[config.mk]
export PLATFORM = sky130hd
export DESIGN_NAME = mul_sp
export DESIGN_NICKNAME = d
export VERILOG_FILES = /design/src/rtl/mul_sp.sv
export SDC_FILE = /design/constraint.sdc
export NUM_CORES = 1
export LEC_CHECK = 0
export ABC_AREA = 1
export CAP_MARGIN = 40
export CORE_ASPECT_RATIO = 1.25
export CORE_MARGIN = 2
export CORE_UTILIZATION = 25
export DETAILED_ROUTE_END_ITERATION = 7
export PLACE_DENSITY = 0.39
export SETUP_SLACK_MARGIN = 0.15
export SYNTH_ARGS = -nofsm -noshare
export SYNTH_HDL_FRONTEND = slang
export SYNTH_SLANG_ARGS = --single-unit
[constraint.sdc]
create_clock -name clk -period 7.07 [get_ports clk]
set_clock_uncertainty 0.2 [all_clocks]
set_input_delay 0.707 -clock clk [delete_from_list [all_inputs] [get_ports clk]]
set_output_delay 0.707 -clock clk [all_outputs]
set_load 0.02 [all_outputs]
[src/rtl/mul_sp.sv]
// -----------------------------------------------------------------------------
// mul_sp : sequential IEEE-754 single-precision multiplier
//
// Builds the 48-bit mantissa product by iterative shift-add. Each MUL cycle
// retires BITS_PER_CYCLE multiplier bits, most significant slice first, so the
// product takes K = 24/BITS_PER_CYCLE cycles. Subnormal operands are treated
// as zero. Results are never subnormal; underflow flushes to signed zero.
//
// Build option: ROUND_NEAREST_EN
//   defined   -> round-to-nearest-even
//   undefined -> truncate (round toward zero); guard/sticky are not built
//   Latency is the same in both builds.
//
// Parameters:
//   BITS_PER_CYCLE : multiplier bits per MUL cycle (1,2,3,4,6,8,12,24)
//
// Ports:
//   clk    : rising-edge clock
//   reset  : asynchronous active-high reset
//   start  : operation request, sampled only while idle
//   i_a    : operand A, captured on the accepted start edge
//   i_b    : operand B, captured on the accepted start edge
//   o_z    : result, holds until the next completion
//   o_busy : high whenever an operation is in flight
//   o_done : one-cycle pulse coincident with o_z update
// -----------------------------------------------------------------------------
module mul_sp #(
  parameter int BITS_PER_CYCLE = 4
) (
  input  logic        clk,
  input  logic        reset,
  input  logic        start,
  input  logic [31:0] i_a,
  input  logic [31:0] i_b,
  output logic [31:0] o_z,
  output logic        o_busy,
  output logic        o_done
);

  localparam int K = 24 / BITS_PER_CYCLE;
  localparam logic [4:0] LAST_CNT = 5'(K - 1);

  typedef enum logic [1:0] {
    IDLE   = 2'd0,
    UNPACK = 2'd1,
    MUL    = 2'd2,
    FINISH = 2'd3
  } state_t;

  state_t state_r, state_nx_s;

  logic [31:0]       a_r, b_r;
  logic [23:0]       mb_r;
  logic [47:0]       acc_r;
  logic [4:0]        count_r;
  logic signed [9:0] exp_sum_r;
  logic              sign_r;
  logic              special_r;
  logic [31:0]       preset_r;

  // operand classification
  logic [7:0]        a_exp_s, b_exp_s;
  logic              a_zero_s, b_zero_s, a_inf_s, b_inf_s, a_nan_s, b_nan_s;
  logic              special_s, z_sign_s;
  logic signed [9:0] exp_sum_s;
  logic [31:0]       preset_s;

  assign a_exp_s   = a_r[30:23];
  assign b_exp_s   = b_r[30:23];
  assign a_zero_s  = (a_exp_s == 8'd0);
  assign b_zero_s  = (b_exp_s == 8'd0);
  assign a_inf_s   = (a_exp_s == 8'hFF) && (a_r[22:0] == 23'd0);
  assign b_inf_s   = (b_exp_s == 8'hFF) && (b_r[22:0] == 23'd0);
  assign a_nan_s   = (a_exp_s == 8'hFF) && (a_r[22:0] != 23'd0);
  assign b_nan_s   = (b_exp_s == 8'hFF) && (b_r[22:0] != 23'd0);
  assign special_s = a_zero_s || b_zero_s || (a_exp_s == 8'hFF) || (b_exp_s == 8'hFF);
  assign z_sign_s  = a_r[31] ^ b_r[31];
  assign exp_sum_s = $signed({2'b00, a_exp_s}) + $signed({2'b00, b_exp_s}) - 10'sd127;

  // special-operand result, NaN cases take priority over inf, inf over zero
  always_comb begin
    preset_s = 32'd0;
    if (a_nan_s || b_nan_s || (a_inf_s && b_zero_s) || (b_inf_s && a_zero_s)) begin
      preset_s = 32'h7FC0_0000;
    end else if (a_inf_s || b_inf_s) begin
      preset_s = {z_sign_s, 8'hFF, 23'd0};
    end else if (a_zero_s || b_zero_s) begin
      preset_s = {z_sign_s, 31'd0};
    end else begin
      preset_s = 32'd0;
    end
  end

  // shift-add step: acc = acc*2^B + {1,ma} * next multiplier slice
  logic [BITS_PER_CYCLE-1:0]  slice_s;
  logic [23+BITS_PER_CYCLE:0] pp_s;
  logic [47:0]                acc_nx_s;

  assign slice_s  = mb_r[23 -: BITS_PER_CYCLE];
  assign pp_s     = {{BITS_PER_CYCLE{1'b0}}, 1'b1, a_r[22:0]} * {24'd0, slice_s};
  assign acc_nx_s = {acc_r[47-BITS_PER_CYCLE:0], {BITS_PER_CYCLE{1'b0}}} + 48'(pp_s);

  // normalize, round and range-check the finished product
  logic [22:0]       mant_s, mant_f_s;
  logic [23:0]       mant_rnd_s;
  logic signed [9:0] exp_n_s, exp_f_s;
  logic              inc_s;
  logic [31:0]       result_s;

`ifdef ROUND_NEAREST_EN
  logic guard_s, sticky_s;
`else
  logic unused_s;
  assign unused_s = ^acc_r[22:0];
`endif

  // product normalization: bit 47 set means the product is in [2,4)
  always_comb begin
    mant_s  = 23'd0;
    exp_n_s = exp_sum_r;
`ifdef ROUND_NEAREST_EN
    guard_s  = 1'b0;
    sticky_s = 1'b0;
`endif
    if (acc_r[47]) begin
      mant_s  = acc_r[46:24];
      exp_n_s = exp_sum_r + 10'sd1;
`ifdef ROUND_NEAREST_EN
      guard_s  = acc_r[23];
      sticky_s = |acc_r[22:0];
`endif
    end else begin
      mant_s  = acc_r[45:23];
      exp_n_s = exp_sum_r;
`ifdef ROUND_NEAREST_EN
      guard_s  = acc_r[22];
      sticky_s = |acc_r[21:0];
`endif
    end
  end

`ifdef ROUND_NEAREST_EN
  assign inc_s = guard_s & (sticky_s | mant_s[0]);
`else
  assign inc_s = 1'b0;
`endif

  assign mant_rnd_s = {1'b0, mant_s} + {23'd0, inc_s};

  // rounding carry-out renormalizes to 1.0 with exponent bump, then range check
  always_comb begin
    mant_f_s = 23'd0;
    exp_f_s  = exp_n_s;
    result_s = 32'd0;
    if (mant_rnd_s[23]) begin
      mant_f_s = 23'd0;
      exp_f_s  = exp_n_s + 10'sd1;
    end else begin
      mant_f_s = mant_rnd_s[22:0];
      exp_f_s  = exp_n_s;
    end
    if (exp_f_s >= 10'sd255) begin
      result_s = {sign_r, 8'hFF, 23'd0};
    end else if (exp_f_s <= 10'sd0) begin
      result_s = {sign_r, 31'd0};
    end else begin
      result_s = {sign_r, exp_f_s[7:0], mant_f_s};
    end
  end

  // state register
  always_ff @(posedge clk or posedge reset) begin
    if (reset) begin
      state_r <= IDLE;
    end else begin
      state_r <= state_nx_s;
    end
  end

  // next-state decode
  always_comb begin
    state_nx_s = state_r;
    case (state_r)
      IDLE:    if (start) state_nx_s = UNPACK; else state_nx_s = IDLE;
      UNPACK:  if (special_s) state_nx_s = FINISH; else state_nx_s = MUL;
      MUL:     if (count_r == LAST_CNT) state_nx_s = FINISH; else state_nx_s = MUL;
      FINISH:  state_nx_s = IDLE;
      default: state_nx_s = IDLE;
    endcase
  end

  // datapath and registered outputs
  always_ff @(posedge clk or posedge reset) begin
    if (reset) begin
      a_r       <= 32'd0;
      b_r       <= 32'd0;
      mb_r      <= 24'd0;
      acc_r     <= 48'd0;
      count_r   <= 5'd0;
      exp_sum_r <= 10'sd0;
      sign_r    <= 1'b0;
      special_r <= 1'b0;
      preset_r  <= 32'd0;
      o_z       <= 32'd0;
      o_busy    <= 1'b0;
      o_done    <= 1'b0;
    end else begin
      o_done <= 1'b0;
      o_busy <= (state_nx_s != IDLE);
      case (state_r)
        IDLE: begin
          if (start) begin
            a_r <= i_a;
            b_r <= i_b;
          end
        end
        UNPACK: begin
          sign_r    <= z_sign_s;
          exp_sum_r <= exp_sum_s;
          special_r <= special_s;
          preset_r  <= preset_s;
          acc_r     <= 48'd0;
          count_r   <= 5'd0;
          mb_r      <= {1'b1, b_r[22:0]};
        end
        MUL: begin
          acc_r   <= acc_nx_s;
          mb_r    <= mb_r << BITS_PER_CYCLE;
          count_r <= count_r + 5'd1;
        end
        FINISH: begin
          o_z    <= special_r ? preset_r : result_s;
          o_done <= 1'b1;
        end
        default: begin
          o_done <= 1'b0;
        end
      endcase
    end
  end

endmodule

Yosys cells after proc, flatten, opt, wreduce, memory -nomap -nowiden

Cells that the tools add are included.

Register bits: 221
Input bits: 67
Word-level logic and storage cells: 67
Output and inout bits: 34

Mux-type cells: 16
Reductions and logical operators: 23
Bitwise logic cells: 1
Add/sub/neg operators: 5
Magnitude comparators: 2
$mul: 1
Equality and inequality tests: 6

Operators with widths:

| operator                                                                             | number |
|---|---|
| 32-bit 2-to-1 mux                                                                    | 4 |
| 48-bit one-hot mux with 2 select lines                                               | 1 |
| 31-bit 2-to-1 mux                                                                    | 2 |
| 48-bit by 28-bit adder with 48-bit output                                            | 1 |
| 24-bit one-hot mux with 2 select lines                                               | 1 |
| 23-bit logical NOT                                                                   | 2 |
| 23-bit nonzero test                                                                  | 2 |
| 24-bit by 4-bit multiplier with 28-bit output                                        | 1 |
| 23-bit 2-to-1 mux                                                                    | 1 |
| 8-bit == test, second input constant                                                 | 2 |
| 8-bit logical NOT                                                                    | 2 |
| 10-bit by 2-bit adder with 10-bit output, second input constant                      | 1 |
| 10-bit by 9-bit greater-or-equal comparator with 1-bit output, second input constant | 1 |
| 10-bit by 1-bit <= comparator with 1-bit output, second input constant               | 1 |
| 10-bit 2-to-1 mux                                                                    | 1 |
| 5-bit one-hot mux with 2 select lines                                                | 1 |
| 9-bit by 7-bit subtractor with 10-bit output, second input constant                  | 1 |
| 8-bit by 8-bit adder with 9-bit output                                               | 1 |
| 2-bit one-hot mux with 4 select lines                                                | 1 |
| 1-bit logical OR                                                                     | 7 |
| 1-bit logical AND                                                                    | 6 |
| 5-bit by 1-bit adder with 5-bit output, second input constant                        | 1 |
| 5-bit by 3-bit == test with 1-bit output, second input constant                      | 1 |
| 2-bit == test, second input constant                                                 | 2 |
| 6 further kinds                                                                      | 10 |

Depth between registers and ports, before layout

Depth after elaboration: 7
Gate-level depth with buffers: 22
Mapped depth without buffers: 21

Worst setup path before layout

No wires, ideal clock.

Kind: reg2reg
Start point: reg mb_r[22]
End point: reg acc_r[40]
Period minus slack after synthesis: 4,003 ps
Buffers on the path: 1
Data arrival time: 3,685 ps
Required time: 6,752 ps
Stages on the path, launching flop included: 19
Setup slack: 3,067 ps
Cells stage by stage: dfrtp_1 > clkbuf_1 > nand2_1 > inv_1 > fa_1 > fa_1 > inv_1 > fa_1 > inv_1 > ha_1 > nand2_1 > nor2_1 > nand2_1 > o21ai_0 > nand2_1 > nand2_1 > nand3_1 > nand3_1 > nand2_1

Longest elaborated chain between the ends: 3

Ends and longest elaborated chain:

| item                                          | line | RTL |
|---|---|---|
| start, declared                               | 53   | `logic [23:0] mb_r;` |
| start signal, assigned                        | 224  | `mb_r <= {1'b1, b_r[22:0]};` |
| start signal, assigned                        | 228  | `mb_r <= mb_r << BITS_PER_CYCLE;` |
| 24-bit by 4-bit multiplier with 28-bit output | 100  | `assign pp_s = {{BITS_PER_CYCLE{1'b0}}, 1'b1, a_r[22:0]} * {24'd0, slice_s};` |
| 48-bit by 28-bit adder with 48-bit output     | 101  | `assign acc_nx_s = {acc_r[47-BITS_PER_CYCLE:0], {BITS_PER_CYCLE{1'b0}}} + 48'(pp_s);` |
| 48-bit one-hot mux with 2 select lines        | 210  | `case (state_r)` |
| end signal, assigned                          | 227  | `acc_r <= acc_nx_s;` |
| end, declared                                 | 54   | `logic [47:0] acc_r;` |

No other way between the ends.
A chain may end at the register's enable or synchronous reset.

Worst setup path in the final report

Start point: reg mb_r[23]
End point: reg acc_r[44]

The elaborated chain is that of the path after synthesis.

==> impl_results.md <==
- Largest net degree at the start of global routing: 103
- Final Slew Violations: 0
- Worst slew pin tran: 0.8905 ns
- Startpoint types: flip-flop
- Max-Cap Viols: 0
- Syn. warnings: 0
- Data required, critical path: 7.22 ns
- CP max stage delay: 0.93 ns
- Share of cells above drive strength 1: 4.637%
- Post-cts repair resize count: 0
- Pre-CTS setup slack: 2.017 ns
- Setup violations, final: 0
- Row count: 96
- Vias/cell: 4.279
- CTS buffer count: 17
- Antenna Cells: 0
- Worst-skew pair later-pin latency: 0.47 ns
- Time the worst path needs with I/O delays and setup: 4.955 ns
- Crit path kind: flip-flop to flip-flop
- First-pass GRT wire length: 65300 µm
- Wire per inst: 14.59 µm
- Gr ovfl total: 0
- # fillers: 6020
- Post-Synth Simple-Gate Area: 24.49%
- Worst path bufs/invs: 3
- Post-synth EDFFs: 0
- Crit path DAT: 5.11 ns
- CORE AREA: 54650 µm²
- Met3 Wirelength: 783 µm
- Routability cong.: 0.8692
- Compound-cell area share of the yosys netlist: 9.500%
- Final period utilization: 70.08%
- Slew headroom: 40.64%
- Largest family of logic cells by synthesized area: simple AND/OR/NAND/NOR gates
- Layout net count: 2165
- Synth area leaders: dfrtp_1 35%, nand2_1 15%, inv_1 12%
- Top cell type by total area after synthesis: dfrtp_1
- Syn_area_per_cell: 7.272 µm²
- Initial antenna violation count: 0
- Register Area: 4805 µm²
- Count leader, synth: nand2_1
- Post-synth top cells: 544 x nand2_1, 428 x inv_1, 192 x dfrtp_1
- Synth cell types: 43
- Die area: 56910 µm²
- TritonCTS clock tree: done
- Multiplexer share of the synthesized area: 2.047%
- Overall routed net length: 39670 µm
- Multi-input logic area: 7117 µm²
- DPL Wire Length: 31090 µm
- Worst path cell trace: nand2_1 -> fa_1 -> inv_1 -> fa_1 -> inv_1 -> fa_1 -> inv_1 -> ha_1 -> nand2_1 -> nor2_1 -> nand2_1 -> nor2_1 -> nand3_1 -> nand3_1 -> nand3_1 -> nand3_1 -> nand2_1
- Crit Path Max Fanout: 25
- M1 wire length: 17920 µm
- DRT Pass-1 Iters: 5
- Share of the synthesized area in the top cell type: 34.94%
- Highest routing layer actually used: met4
- Min setup slack post-route: 2.115 ns
- Number of I/O pins: 101
- Drc violations: 0
- Kind of cell adding the most delay to the critical path: adder cells
- Crit. End Element: flip-flop
- Asr flop ratio synth: 100.0%
- Port bufs: 100
- Hold_buf cts: 0
- Root Buffer: clkbuf_16
- # clock sinks: 192
- Die extent in x: 213.8 µm
- Sequential area share after synthesis: 34.94%
- Synth Area in XOR/XNOR: 0.3822%
- Met2 WL: 20340 µm
- RSZ-0062 raised after global routing: no
- Post-synthesis register bit count: 192
- Fin. Hold Viols: 0
- Hold Crit Class: flip-flop to flip-flop
- Die Height: 266.2 µm
- Status: finished, final reports clean
- H-tree lvl count: 4
- Vias in the first global route: 11.99k
- Placed Area: 15680 µm²
- All-layer global routing usage: 14.69%
- Top FF cell, synth: dfrtp_1
- Antenna-violating nets left: 0
- Setup TNS: 0 ns
- Mapped Area: 13750 µm²
- Vias post-DR: 11.64k
- Cell count after synthesis: 1891
- Synth-to-Final Area Change: 18.32%
- Postcts setup bufs: 0
- First DRT Iteration DRCs: 546
- Crit path max-delay cell type: dfrtp_1
- Synthesized Nets: 2085
- Post-synthesis adder-cell area fraction: 15.27%
- Initial core utilization: 25.16%
- Clock transition at path regs: 0.08 ns
- Final instance area: 16270 µm²
- Max Buffers Root-to-Sink: 2
- Fmax achieved: 201.8 MHz
[layout make-up]
| class | instances | area share (%) |
|---|---|---|
| clock inverters | 13 | 0.9152 |
| multi-input cells | 1216 | 43.74 |
| clock buffers | 19 | 2.722 |
| flip-flops and latches | 192 | 29.53 |
| inverters | 431 | 9.990 |
| well taps | 735 | 5.653 |
| repair buffers | 113 | 7.444 |
[worst register-to-register path, stage by stage, from the launching register on]
cell and delay (ns):
dfrtp_1 0.93, nand2_1 0.20, fa_1 0.59, inv_1 0.05, fa_1 0.50, inv_1 0.05
fa_1 0.49, inv_1 0.05, ha_1 0.37, nand2_1 0.15, nor2_1 0.23, nand2_1 0.13
nor2_1 0.21, nand3_1 0.20, nand3_1 0.16, nand3_1 0.07, nand3_1 0.18, nand2_1 0.08
[flip-flops by register name, summed over array words and instances, names as in the netlist, 2 cells and up]
| register | count |
|---|---|
| exp_sum_r | 10 |
| a_r | 32 |
| acc_r | 48 |
| preset_r | 3 |
| o_z | 32 |
| mb_r | 24 |
| count_r | 5 |
| state_r | 2 |
| b_r | 32 |
[stage by stage]
step           cells  hold slack [ns]  utilization [%]
6_report        2719           0.2775            29.77
5_1_grt         2719           0.2977            29.77
4_1_cts         2719           0.2914            29.77
3_5_place_dp    2687           0.2740            28.69
3_3_place_gp    2681           0.2716            28.40
2_1_floorplan   1891           0.2338                -
[cells by family (layout without fill, tap and decap cells)]
logic type,count (synthesis),after routing
DFF,192,192
buffers and inverters,483,576
and+or+nand+nor,825,825
AOI/OAI and AO/OA,233,233
adders and majority gates,127,127
xor gates and xnor gates,6,6
muxes,25,25
[layer usage]
| metal | GRT usage, % | up-vias |
|---|---|---|
| met5 | 0 | - |
| met4 | 4.110 | 0 |
| met3 | 1.886 | 34 |
| met2 | 26.10 | 145 |
| met1 | 18.52 | 5534 |
| li1 | - | 5922 |
[layout by cell type, fill, tap and decap left out, drive strengths merged, types with 3 or more instances in the layout]
cell           count
nand2            547
nand3b             6
clkinv             4
nand4             17
nor3              15
inv              436
buf               13
o21ai             74
clkbuf            19
o221ai            19
o21bai             3
mux2              25
nor2             151
xor2               5
clkdlybuf4s50    100
a21oi            106
a21boi             4
fa                68
dfrtp            192
ha                59
nand3             82
o22ai             19
[path summary, 6_finish.rpt]
path,from,end,slack [ns],cells after the start
setup / recovery,mb_r[23]$_DFFE_PP0P_,acc_r[44]$_DFFE_PP0P_,2.12,17
hold / removal,count_r[4]$_DFFE_PP0P_,count_r[4]$_DFFE_PP0P_,0.28,1
setup reg to reg,mb_r[23]$_DFFE_PP0P_,acc_r[44]$_DFFE_PP0P_,2.12,17
hold reg to reg,count_r[4]$_DFFE_PP0P_,count_r[4]$_DFFE_PP0P_,0.28,1
max in group asynchronous,reset,exp_sum_r[9]$_DFFE_PP0P_,4.91,5
min in group asynchronous,reset,b_r[24]$_DFFE_PP0P_,0.36,2
Power is left out: the tool's default activity adds up to more than one toggle a clock period on the data nets, which glitch-free logic cannot reach.
